File: config.mk
export PLATFORM = sky130hd
export DESIGN_NAME = fnd_scan_controller_flat
export DESIGN_NICKNAME = d
export VERILOG_FILES = /design/src/rtl/fnd_scan_controller_if.sv /design/src/rtl/fnd_scan_controller.sv /design/src/flat_wrapper.sv
export SDC_FILE = /design/constraint.sdc
export NUM_CORES = 1
export LEC_CHECK = 0
export CAP_MARGIN = 5
export CORE_MARGIN = 1.5
export CORE_UTILIZATION = 40
export CTS_BUF_LIST = sky130_fd_sc_hd__clkbuf_8
export CTS_CLUSTER_DIAMETER = 100
export CTS_CLUSTER_SIZE = 20
export DETAILED_ROUTE_END_ITERATION = 16
export PLACE_DENSITY = 0.6
export SLEW_MARGIN = 20
export SYNTH_ARGS = -nofsm -noshare
export SYNTH_HDL_FRONTEND = slang
export SYNTH_SLANG_ARGS = --single-unit
File: constraint.sdc
create_clock -name i_clk -period 2.35 [get_ports i_clk]
set_clock_uncertainty 0.1 [all_clocks]
set_input_delay 0.47 -clock i_clk [delete_from_list [all_inputs] [get_ports i_clk]]
set_output_delay 0.47 -clock i_clk [all_outputs]
set_load 0.01 [all_outputs]
File: src/rtl/fnd_scan_controller_if.sv
// Datapath-side and pin-side signals of the FND scan controller.
// master = value source (drives i_*); slave = scan controller (drives o_*).
interface fnd_scan_controller_if #(
    parameter int NUM_DIGITS = 4
);
    localparam int POS_W = (NUM_DIGITS > 1) ? $clog2(NUM_DIGITS) : 1;

    logic                    i_en;
    logic [4*NUM_DIGITS-1:0] i_value;
    logic [NUM_DIGITS-1:0]   i_dp;
    logic                    i_blank_lz;
    logic [NUM_DIGITS-1:0]   o_digit;
    logic [7:0]              o_seg;
    logic [POS_W-1:0]        o_position;
    logic                    o_scan_tick;

    modport master (
        output i_en, i_value, i_dp, i_blank_lz,
        input  o_digit, o_seg, o_position, o_scan_tick
    );

    modport slave (
        input  i_en, i_value, i_dp, i_blank_lz,
        output o_digit, o_seg, o_position, o_scan_tick
    );
endinterface

File: src/rtl/fnd_scan_controller.sv
// Multiplexed 7-segment scan: frame-latched value, ghost blanking, leading-zero blanking.
// Outputs registered (1-cycle latency); no backpressure, free-running while i_en=1.
module fnd_scan_controller #(
    parameter int NUM_DIGITS       = 4,
    parameter int SCAN_DIV         = 100000,
    parameter int BLANK_CYCLES     = 2,
    parameter bit DIGIT_ACTIVE_LOW = 1'b1,
    parameter bit SEG_ACTIVE_LOW   = 1'b1
) (
    input  logic                 i_clk,
    input  logic                 i_rst_n,
    fnd_scan_controller_if.slave bus
);
    localparam int DIV_W = (SCAN_DIV > 1) ? $clog2(SCAN_DIV) : 1;
    localparam int POS_W = (NUM_DIGITS > 1) ? $clog2(NUM_DIGITS) : 1;
    localparam logic [DIV_W-1:0]      DIV_LAST  = DIV_W'(SCAN_DIV - 1);
    localparam logic [DIV_W-1:0]      BLANK_END = DIV_W'(BLANK_CYCLES);
    localparam logic [POS_W-1:0]      POS_LAST  = POS_W'(NUM_DIGITS - 1);
    localparam logic [NUM_DIGITS-1:0] DIG_OFF   = DIGIT_ACTIVE_LOW ? {NUM_DIGITS{1'b1}} : '0;
    localparam logic [7:0]            SEG_OFF   = SEG_ACTIVE_LOW ? 8'hFF : 8'h00;

    logic [DIV_W-1:0]        div_q, div_d;
    logic [POS_W-1:0]        pos_q, pos_d;
    logic [4*NUM_DIGITS-1:0] frame_value_q, frame_value_d;
    logic [NUM_DIGITS-1:0]   frame_dp_q, frame_dp_d;
    logic [NUM_DIGITS-1:0]   digit_q, digit_d;
    logic [7:0]              seg_q, seg_d;
    logic [POS_W-1:0]        position_q, position_d;
    logic                    tick_q, tick_d;

    logic [3:0] nib;
    logic       dp_bit;
    logic       hi_zero;
    logic       lz_blank;

    function automatic logic [6:0] hex7(input logic [3:0] h);
        case (h)
            4'h0: hex7 = 7'h3F;  4'h1: hex7 = 7'h06;  4'h2: hex7 = 7'h5B;  4'h3: hex7 = 7'h4F;
            4'h4: hex7 = 7'h66;  4'h5: hex7 = 7'h6D;  4'h6: hex7 = 7'h7D;  4'h7: hex7 = 7'h07;
            4'h8: hex7 = 7'h7F;  4'h9: hex7 = 7'h6F;  4'hA: hex7 = 7'h77;  4'hB: hex7 = 7'h7C;
            4'hC: hex7 = 7'h39;  4'hD: hex7 = 7'h5E;  4'hE: hex7 = 7'h79;  default: hex7 = 7'h71;
        endcase
    endfunction

    always_ff @(posedge i_clk or negedge i_rst_n) begin
        if (!i_rst_n) begin
            div_q         <= '0;
            pos_q         <= '0;
            frame_value_q <= '0;
            frame_dp_q    <= '0;
            digit_q       <= DIG_OFF;
            seg_q         <= SEG_OFF;
            position_q    <= '0;
            tick_q        <= 1'b0;
        end else begin
            div_q         <= div_d;
            pos_q         <= pos_d;
            frame_value_q <= frame_value_d;
            frame_dp_q    <= frame_dp_d;
            digit_q       <= digit_d;
            seg_q         <= seg_d;
            position_q    <= position_d;
            tick_q        <= tick_d;
        end
    end

    // Frame is captured only at the first clock of slot 0 so a digit never tears mid-frame.
    always_comb begin
        div_d         = div_q;
        pos_d         = pos_q;
        frame_value_d = frame_value_q;
        frame_dp_d    = frame_dp_q;
        tick_d        = 1'b0;
        if (!bus.i_en) begin
            div_d = '0;
            pos_d = '0;
        end else begin
            if (div_q == '0 && pos_q == '0) begin
                frame_value_d = bus.i_value;
                frame_dp_d    = bus.i_dp;
            end
            if (div_q == DIV_LAST) begin
                div_d  = '0;
                tick_d = 1'b1;
                pos_d  = (pos_q == POS_LAST) ? '0 : pos_q + 1'b1;
            end else begin
                div_d = div_q + 1'b1;
            end
        end
    end

    always_comb begin
        nib     = 4'h0;
        dp_bit  = 1'b0;
        hi_zero = 1'b1;
        for (int k = 0; k < NUM_DIGITS; k++) begin
            if (POS_W'(k) == pos_q) begin
                nib    = frame_value_q[4*k +: 4];
                dp_bit = frame_dp_q[k];
            end
            if (POS_W'(k) >= pos_q && frame_value_q[4*k +: 4] != 4'h0) begin
                hi_zero = 1'b0;
            end
        end
        lz_blank   = bus.i_blank_lz && (pos_q != '0) && hi_zero && !dp_bit;
        digit_d    = DIG_OFF;
        seg_d      = SEG_OFF;
        position_d = bus.i_en ? pos_q : '0;
        if (bus.i_en && div_q >= BLANK_END && !lz_blank) begin
            digit_d = DIG_OFF ^ (NUM_DIGITS'(1) << pos_q);
            seg_d   = SEG_OFF ^ {dp_bit, hex7(nib)};
        end
    end

    assign bus.o_digit     = digit_q;
    assign bus.o_seg       = seg_q;
    assign bus.o_position  = position_q;
    assign bus.o_scan_tick = tick_q;
endmodule
File: src/flat_wrapper.sv
// flat-port wrapper written by rule: the top's interface ports become plain ports
module fnd_scan_controller_flat 
#(
    parameter int NUM_DIGITS       = 4,
    parameter int SCAN_DIV         = 100000,
    parameter int BLANK_CYCLES     = 2,
    parameter bit DIGIT_ACTIVE_LOW = 1'b1,
    parameter bit SEG_ACTIVE_LOW   = 1'b1
)
  (i_clk, i_rst_n, bus_i_en, bus_i_value, bus_i_dp, bus_i_blank_lz, bus_o_digit, bus_o_seg, bus_o_position, bus_o_scan_tick);
  fnd_scan_controller_if #(.NUM_DIGITS(NUM_DIGITS)) bus_i ();
  input  logic i_clk;
  input  logic i_rst_n;
  input wire logic [$bits(bus_i.i_en)-1:0] bus_i_en;
  input wire logic [$bits(bus_i.i_value)-1:0] bus_i_value;
  input wire logic [$bits(bus_i.i_dp)-1:0] bus_i_dp;
  input wire logic [$bits(bus_i.i_blank_lz)-1:0] bus_i_blank_lz;
  output wire logic [$bits(bus_i.o_digit)-1:0] bus_o_digit;
  output wire logic [$bits(bus_i.o_seg)-1:0] bus_o_seg;
  output wire logic [$bits(bus_i.o_position)-1:0] bus_o_position;
  output wire logic [$bits(bus_i.o_scan_tick)-1:0] bus_o_scan_tick;
  assign bus_i.i_en = bus_i_en;
  assign bus_i.i_value = bus_i_value;
  assign bus_i.i_dp = bus_i_dp;
  assign bus_i.i_blank_lz = bus_i_blank_lz;
  assign bus_o_digit = bus_i.o_digit;
  assign bus_o_seg = bus_i.o_seg;
  assign bus_o_position = bus_i.o_position;
  assign bus_o_scan_tick = bus_i.o_scan_tick;
  fnd_scan_controller #(.NUM_DIGITS(NUM_DIGITS), .SCAN_DIV(SCAN_DIV), .BLANK_CYCLES(BLANK_CYCLES), .DIGIT_ACTIVE_LOW(DIGIT_ACTIVE_LOW), .SEG_ACTIVE_LOW(SEG_ACTIVE_LOW)) u_core (.i_clk(i_clk), .i_rst_n(i_rst_n), .bus(bus_i));
endmodule
==> flow_metrics.env, run 1 <==
export IMPL_grt_pass1_wl_um=9450
export IMPL_drt_iter0_drc=79
export IMPL_ys_top_cells_by_area="dfrtp_1 38%, dfstp_2 11%, mux2_2 8.1%"
export IMPL_io_pin_count=39
export IMPL_syn_inst=252
export IMPL_cts_made_buffers=5
export IMPL_ir_worst_vdd_mv=0.296
export IMPL_cts_tree="built"
export IMPL_avgSynthCellArea_sq_um=11.0
export IMPL_finalWorstPathRequiredPeriod_ps=2170
export IMPL_startpoint_type="flip-flop"
export IMPL_slew_limit_headroom_pct=68.5
export IMPL_drt_total_wl_um=5410
export IMPL_clk_latency_ps=310
export IMPL_wire_per_inst_um=14.1
export IMPL_max_clock_freq_mhz=460
export IMPL_hold_path_class="in -> async"
export IMPL_num_antenna_cells=0
export IMPL_antenna_left=0
export IMPL_dp_cells=375
export IMPL_clk_pin_slew_ps=100
export IMPL_r2r_slack_ps=180
export IMPL_critical_path_class="reg -> reg"
export IMPL_start_util_pct=41.1
export IMPL_cellLeakagePower_uw=0.00147
export IMPL_area_growth_pct=25.5
export IMPL_antenna_found_initial=0
export IMPL_gp_congestion=0.810
export IMPL_synth_top_area_share_pct=37.9
export IMPL_synthesis_nets=290
export IMPL_cts_htree_levels=2
export IMPL_dp_hpwl_um=4010
export IMPL_synth_most_common_cell="dfrtp_1"
export IMPL_worst_pin_slew_ps=472
export IMPL_numClockSinks=54
export IMPL_fin_crit_sh_pct=92.5
export IMPL_cp_required_ps=2470
export IMPL_drt_pre_antenna_iters=4
export IMPL_ys_warn_count=0
export IMPL_setup_violations=0
export IMPL_cp_end_kind="flip-flop"
export IMPL_fp_dieW_um=86.3
export IMPL_grt_max_degree=23
export IMPL_layout_cells_non_filler=384
export IMPL_drive_gt1_share_pct=26.0
export IMPL_ys_seq_area_share_pct=49.2
export IMPL_nets=341
export IMPL_synthArstFlopShare_pct=100
export IMPL_core_sq_mm=0.00676
export IMPL_ys_ff_latch=54
export IMPL_slew_viol_final=0
export IMPL_power_total_uw=2330
export IMPL_synth_edf_count=0
export IMPL_power_density_mw_per_mm2=669
export IMPL_vias_per_cell=4.97
export IMPL_drc_errors=0
export IMPL_synthTopCellsByCount="42 x dfrtp_1, 27 x nor2_1, 22 x nand2_1"
export IMPL_dpl_cell_area_sq_mm=0.00332
export IMPL_synth_cell_types=43
export IMPL_cap_violations=0
export IMPL_die_y_um=86.3
export IMPL_fin_area_sq_mm=0.00348
export IMPL_status="finished clean"
export IMPL_synth_top_cell_by_area="dfrtp_1"
export IMPL_via_count=1909
export IMPL_ys_flop_type="dfrtp_1"
export IMPL_io_buffers=38
export IMPL_clockBufferDepth=2
export IMPL_post_route_util_pct=51.6
export IMPL_hold_viol=0
export IMPL_rows=30
export IMPL_grt_overflow_total=0
export IMPL_die_area_sq_mm=0.00745
export IMPL_cp_max_fo=6
export IMPL_grt_pass1_vias=1931
export IMPL_crit_arrival_ps=2300
export IMPL_mappedNetlistArea_sq_mm=0.00278
export IMPL_cts_root_buf="clkbuf_8"
export IMPL_grt_use_total_pct=16.2
export IMPL_nFillCells=612
[final timing paths]
kind                                                        from                                to  depth (start not counted)
worst max-delay path                 u_core.pos_q[1]$_DFFE_PN0P_     u_core.bus.o_seg[1]$_DFF_PN1_                         10
worst min-delay path                                     i_rst_n        u_core.div_q[11]$_DFF_PN0_                          1
worst max register to register       u_core.pos_q[1]$_DFFE_PN0P_     u_core.bus.o_seg[1]$_DFF_PN1_                         10
worst min register to register  u_core.frame_dp_q[3]$_DFFE_PN0P_  u_core.frame_dp_q[3]$_DFFE_PN0P_                          1
max in group asynchronous                                i_rst_n     u_core.bus.o_seg[4]$_DFF_PN1_                          2
min in group i_clk              u_core.frame_dp_q[3]$_DFFE_PN0P_  u_core.frame_dp_q[3]$_DFFE_PN0P_                          1
[placed cells by master, fill, tap and decap left out, drive strengths merged, types with 2 or more instances in the layout]
| cell type | n |
|---|---|
| a21oi | 5 |
| a211oi | 4 |
| dfrtp | 42 |
| mux2 | 20 |
| o211ai | 3 |
| clkdlybuf4s50 | 37 |
| nor4 | 7 |
| buf | 18 |
| nand2 | 23 |
| nor2b | 6 |
| nor2 | 27 |
| nand4 | 3 |
| ha | 14 |
| o21a | 2 |
| xnor2 | 7 |
| o21ai | 6 |
| nand3b | 5 |
| xor2 | 8 |
| o31a | 3 |
| and2 | 5 |
| inv | 11 |
| clkbuf | 5 |
| and4 | 3 |
| nor3b | 5 |
| and3 | 2 |
| nand3 | 7 |
| a22oi | 2 |
| dfstp | 12 |
| mux2i | 3 |
[metal layers]
layer  track usage [%]  wire length (um)
met1              25.0              2880
met2              23.1              2260
met3              3.24               199
met5                 0                 0
met4              4.40                59
[state kept, by name (all words and copies together) (netlist names)]
name                    cells
u_core.bus.o_scan_tick      1
u_core.pos_q                2
u_core.frame_dp_q           4
u_core.bus.o_digit          4
u_core.frame_value_q       16
u_core.bus.o_position       2
u_core.div_q               17
u_core.bus.o_seg            8
[critical path, stage by stage (launching register included)]
cell and delay (ps):
dfrtp_2 470, inv_2 110, ha_2 220, nand2_1 70
o21ai_1 180, a22oi_2 80, buf_4 160, ha_1 320
o21a_1 200, a21oi_1 100, o21ai_0 80
[power by group]
group          total, uW  switching [uW]  internal (uW)  leakage (uW)
logic                556             249            307      0.000749
clock network        631             312            320     0.0000585
registers           1140            83.6           1060      0.000664
total               2330             645           1690       0.00147
[metrics by stage]
stage,hold WS [ps],setup WS [ps],setup TNS [ps]
floorplan,74.4,78.6,0
global placement,367,82.0,0
detailed placement,361,-5.59,-5.59
CTS,17.8,5.83,0
global route,37.7,-33.6,-35.0
finish,0.983,176,0
[cell families (layout without fill, tap and decap cells)]
logic type | Yosys count | count (layout) | synth area share, %
fa+ha+maj | 14 | 14 | 6.31
simple gates | 96 | 96 | 19.1
mux | 23 | 23 | 9.19
flops | 54 | 54 | 49.2
xor+xnor | 15 | 15 | 4.73
compound gates | 29 | 29 | 7.21
buf+inv | 21 | 73 | 4.28
[area by class of cell]
| type | count | area (sq um) | area share, % |
|---|---|---|---|
| clock inverter | 3 | 43.8 | 1.26 |
| multi-input combinational | 177 | 1340 | 38.4 |
| clock buffer | 5 | 68.8 | 1.97 |
| inverter | 10 | 37.5 | 1.08 |
| tap | 80 | 100 | 2.87 |
| timing repair buffer | 55 | 528 | 15.2 |
| sequential | 54 | 1370 | 39.3 |
[timing repair]
| item | CTS | global route |
|---|---|---|
| gates resized for setup | 1 | 14 |
| pin swaps | 1 | 2 |
| setup endpoints to repair | 1 | 6 |
| gates cloned | 0 | 0 |
| setup buffers | 0 | 1 |
| hold buffers | 0 | 0 |
Note: power is estimated with default switching activity, not from simulation.
==> run 2, diff against run 1 <==
Settings changed: ABC_AREA set to 1, CTS_BUF_LIST sky130_fd_sc_hd__clkbuf_8 to unset, PLACE_DENSITY 0.6 to 0.59.
==> flow_metrics.env, run 2 <==
export IMPL_status="finished clean"
export IMPL_rows=31
export IMPL_fin_area_sq_mm=0.00362
export IMPL_finalWorstPathRequiredPeriod_ps=2100
export IMPL_mostFrequentLayoutCell="nand2_1"
export IMPL_grt_overflow_total=0
export IMPL_cap_violations=0
export IMPL_drt_pre_antenna_iters=5
export IMPL_clk_latency_ps=300
export IMPL_ys_warn_count=0
export IMPL_critical_path_class="reg -> reg"
export IMPL_ys_seq_area_share_pct=45.0
export IMPL_numClockSinks=54
export IMPL_setup_violations=0
export IMPL_power_density_mw_per_mm2=582
export IMPL_core_sq_mm=0.00729
export IMPL_cts_htree_levels=2
export IMPL_crit_arrival_ps=2220
export IMPL_wire_per_inst_um=12.3
export IMPL_synthTopCellsByCount="85 x nand2_1, 59 x nor2_1, 53 x inv_1"
export IMPL_grt_use_total_pct=17.0
export IMPL_cp_max_fo=8
export IMPL_cts_made_buffers=5
export IMPL_start_util_pct=41.6
export IMPL_slew_limit_headroom_pct=62.7
export IMPL_regMostFlops="u_core.div_q"
export IMPL_num_antenna_cells=0
export IMPL_fin_crit_sh_pct=89.3
export IMPL_final_cell_mix="84 x nand2_1, 59 x nor2_1, 52 x inv_1, 40 x dfrtp_1"
export IMPL_grt_pass1_vias=2371
export IMPL_synth_top_area_share_pct=34.6
export IMPL_drc_errors=0
export IMPL_nets=468
export IMPL_die_y_um=90.1
export IMPL_via_count=2528
export IMPL_grt_pass1_wl_um=11200
export IMPL_max_clock_freq_mhz=476
export IMPL_grt_max_degree=41
export IMPL_syn_inst=391
export IMPL_critPathLaunch="u_core.pos_q[0]$_DFFE_PN0P_"
export IMPL_drive_gt1_share_pct=11.1
export IMPL_mappedNetlistArea_sq_mm=0.00303
export IMPL_r2r_slack_ps=250
export IMPL_slew_viol_final=0
export IMPL_io_buffers=38
export IMPL_worst_pin_slew_ps=560
export IMPL_cellLeakagePower_uw=0.00168
export IMPL_largest_reg_flops=17
export IMPL_hold_viol=0
export IMPL_die_area_sq_mm=0.00812
export IMPL_antenna_found_initial=0
export IMPL_area_growth_pct=19.3
export IMPL_antenna_left=0
export IMPL_ir_worst_vdd_mv=0.257
export IMPL_dpl_cell_area_sq_mm=0.00352
export IMPL_cp_required_ps=2470
export IMPL_rr_startpoint="u_core.pos_q[0]$_DFFE_PN0P_"
export IMPL_fin_tns_setup_ps=0
export IMPL_drt_iter0_drc=131
export IMPL_synthesis_nets=429
export IMPL_drt_total_wl_um=6510
export IMPL_clockBufferDepth=2
export IMPL_dp_hpwl_um=4920
export IMPL_nFillCells=769
export IMPL_cp_end_kind="flip-flop"
export IMPL_cts_root_buf="clkbuf_8"
export IMPL_synth_top_cell_by_area="dfrtp_1"
export IMPL_fp_dieW_um=90.1
export IMPL_reg2reg_to="u_core.bus.o_seg[1]$_DFF_PN1_"
export IMPL_synth_most_common_cell="nand2_1"
export IMPL_ys_top_cells_by_area="dfrtp_1 35%, nand2_1 11%, dfstp_2 10%"
export IMPL_vias_per_cell=4.77
export IMPL_clk_pin_slew_ps=90
export IMPL_ys_flop_type="dfrtp_1"
export IMPL_cp_endpoint="u_core.bus.o_seg[1]$_DFF_PN1_"
export IMPL_synthArstFlopShare_pct=100
export IMPL_startpoint_type="flip-flop"
export IMPL_post_route_util_pct=49.6
export IMPL_ys_ff_latch=54
export IMPL_hold_path_class="in -> async"
export IMPL_io_pin_count=39
export IMPL_rsz0062_at_grt="no"
export IMPL_avgSynthCellArea_sq_um=7.76
export IMPL_gp_congestion=0.941
export IMPL_synth_edf_count=0
export IMPL_cts_tree="built"
export IMPL_reg2reg_depth=11
export IMPL_synth_cell_types=29
run 2: worst max-delay path, stage by stage, from the launching register on:
cell and delay [ps]:
dfrtp_2 470, inv_1 100, ha_2 270, inv_1 100
nor2_1 90, nor2_1 70, a21oi_2 270, ha_1 280
nand2_1 90, nand2_1 60, nand2_1 70, nand2_1 50
run 2: cell type report:
| cell class | count | area [sq um] | area share, % |
|---|---|---|---|
| multi-input cells | 271 | 1420 | 39.1 |
| flip-flops and latches | 54 | 1370 | 37.8 |
| inverters | 55 | 206 | 5.70 |
| repair buffers | 43 | 425 | 11.8 |
| clock buffers | 8 | 80.1 | 2.21 |
| well taps | 99 | 124 | 3.42 |
run 2: kinds of logic after synthesis:
| kind of cell | count (synthesis) | synth area share, % |
|---|---|---|
| xor+xnor | 7 | 2.02 |
| fa+ha+maj | 14 | 5.77 |
| flops | 54 | 45.0 |
| buf+inv | 66 | 8.87 |
| compound gates | 33 | 5.69 |
| simple gates | 217 | 32.6 |
run 2: worst min path at each step:
stage	from	end	slack, ps
4_1_cts	i_rst_n	u_core.div_q[10]$_DFF_PN0_	70
3_5_place_dp	u_core.div_q[0]$_DFF_PN0_	u_core.div_q[0]$_DFF_PN0_	380
3_3_place_gp	u_core.frame_dp_q[0]$_DFFE_PN0P_	u_core.frame_dp_q[0]$_DFFE_PN0P_	380
6_report	i_rst_n	u_core.div_q[13]$_DFF_PN0_	40
2_1_floorplan	i_rst_n	u_core.bus.o_position[0]$_DFF_PN0_	70
5_1_grt	i_rst_n	u_core.div_q[10]$_DFF_PN0_	90
run 2: timing repair:
action                     in CTS  in global routing
setup endpoints to repair       0                 10
resized for setup               0                  9
setup buffers                   0                  0
hold buffers                    0                  0
run 2: per-stage QoR:
| step | setup WS, ps | power (uW) | hold slack (ps) | instances |
|---|---|---|---|---|
| floorplan | 333 | 1430 | 74.4 | 391 |
| global route | 64.2 | 2260 | 90.0 | 530 |
| detailed placement | 94.1 | 1620 | 380 | 522 |
| finish | 250 | 2110 | 41.1 | 530 |
| CTS | 48.5 | 2130 | 68.1 | 530 |
| global placement | 181 | 1620 | 384 | 522 |
run 2: report_power, final:
group / internal (uW) / leakage [uW] / switching (uW) / total (uW)
sequential: 1050 / 0.000670 / 68.1 / 1110
combinational: 208 / 0.000973 / 286 / 495
clock: 213 / 0.0000395 / 284 / 496
total: 1470 / 0.00168 / 638 / 2110
run 2: layer usage:
metal / share of wire, % / up-vias / global-route usage, % / routed length, um
met2: 45 / 60 / 26.6 / 2960
met1: 49 / 1154 / 23.9 / 3210
met4: 0.94 / 0 / 4.37 / 61
met5: 0 / - / 0 / 0
met3: 4.2 / 6 / 3.47 / 274
li1: - / 1308 / - / -
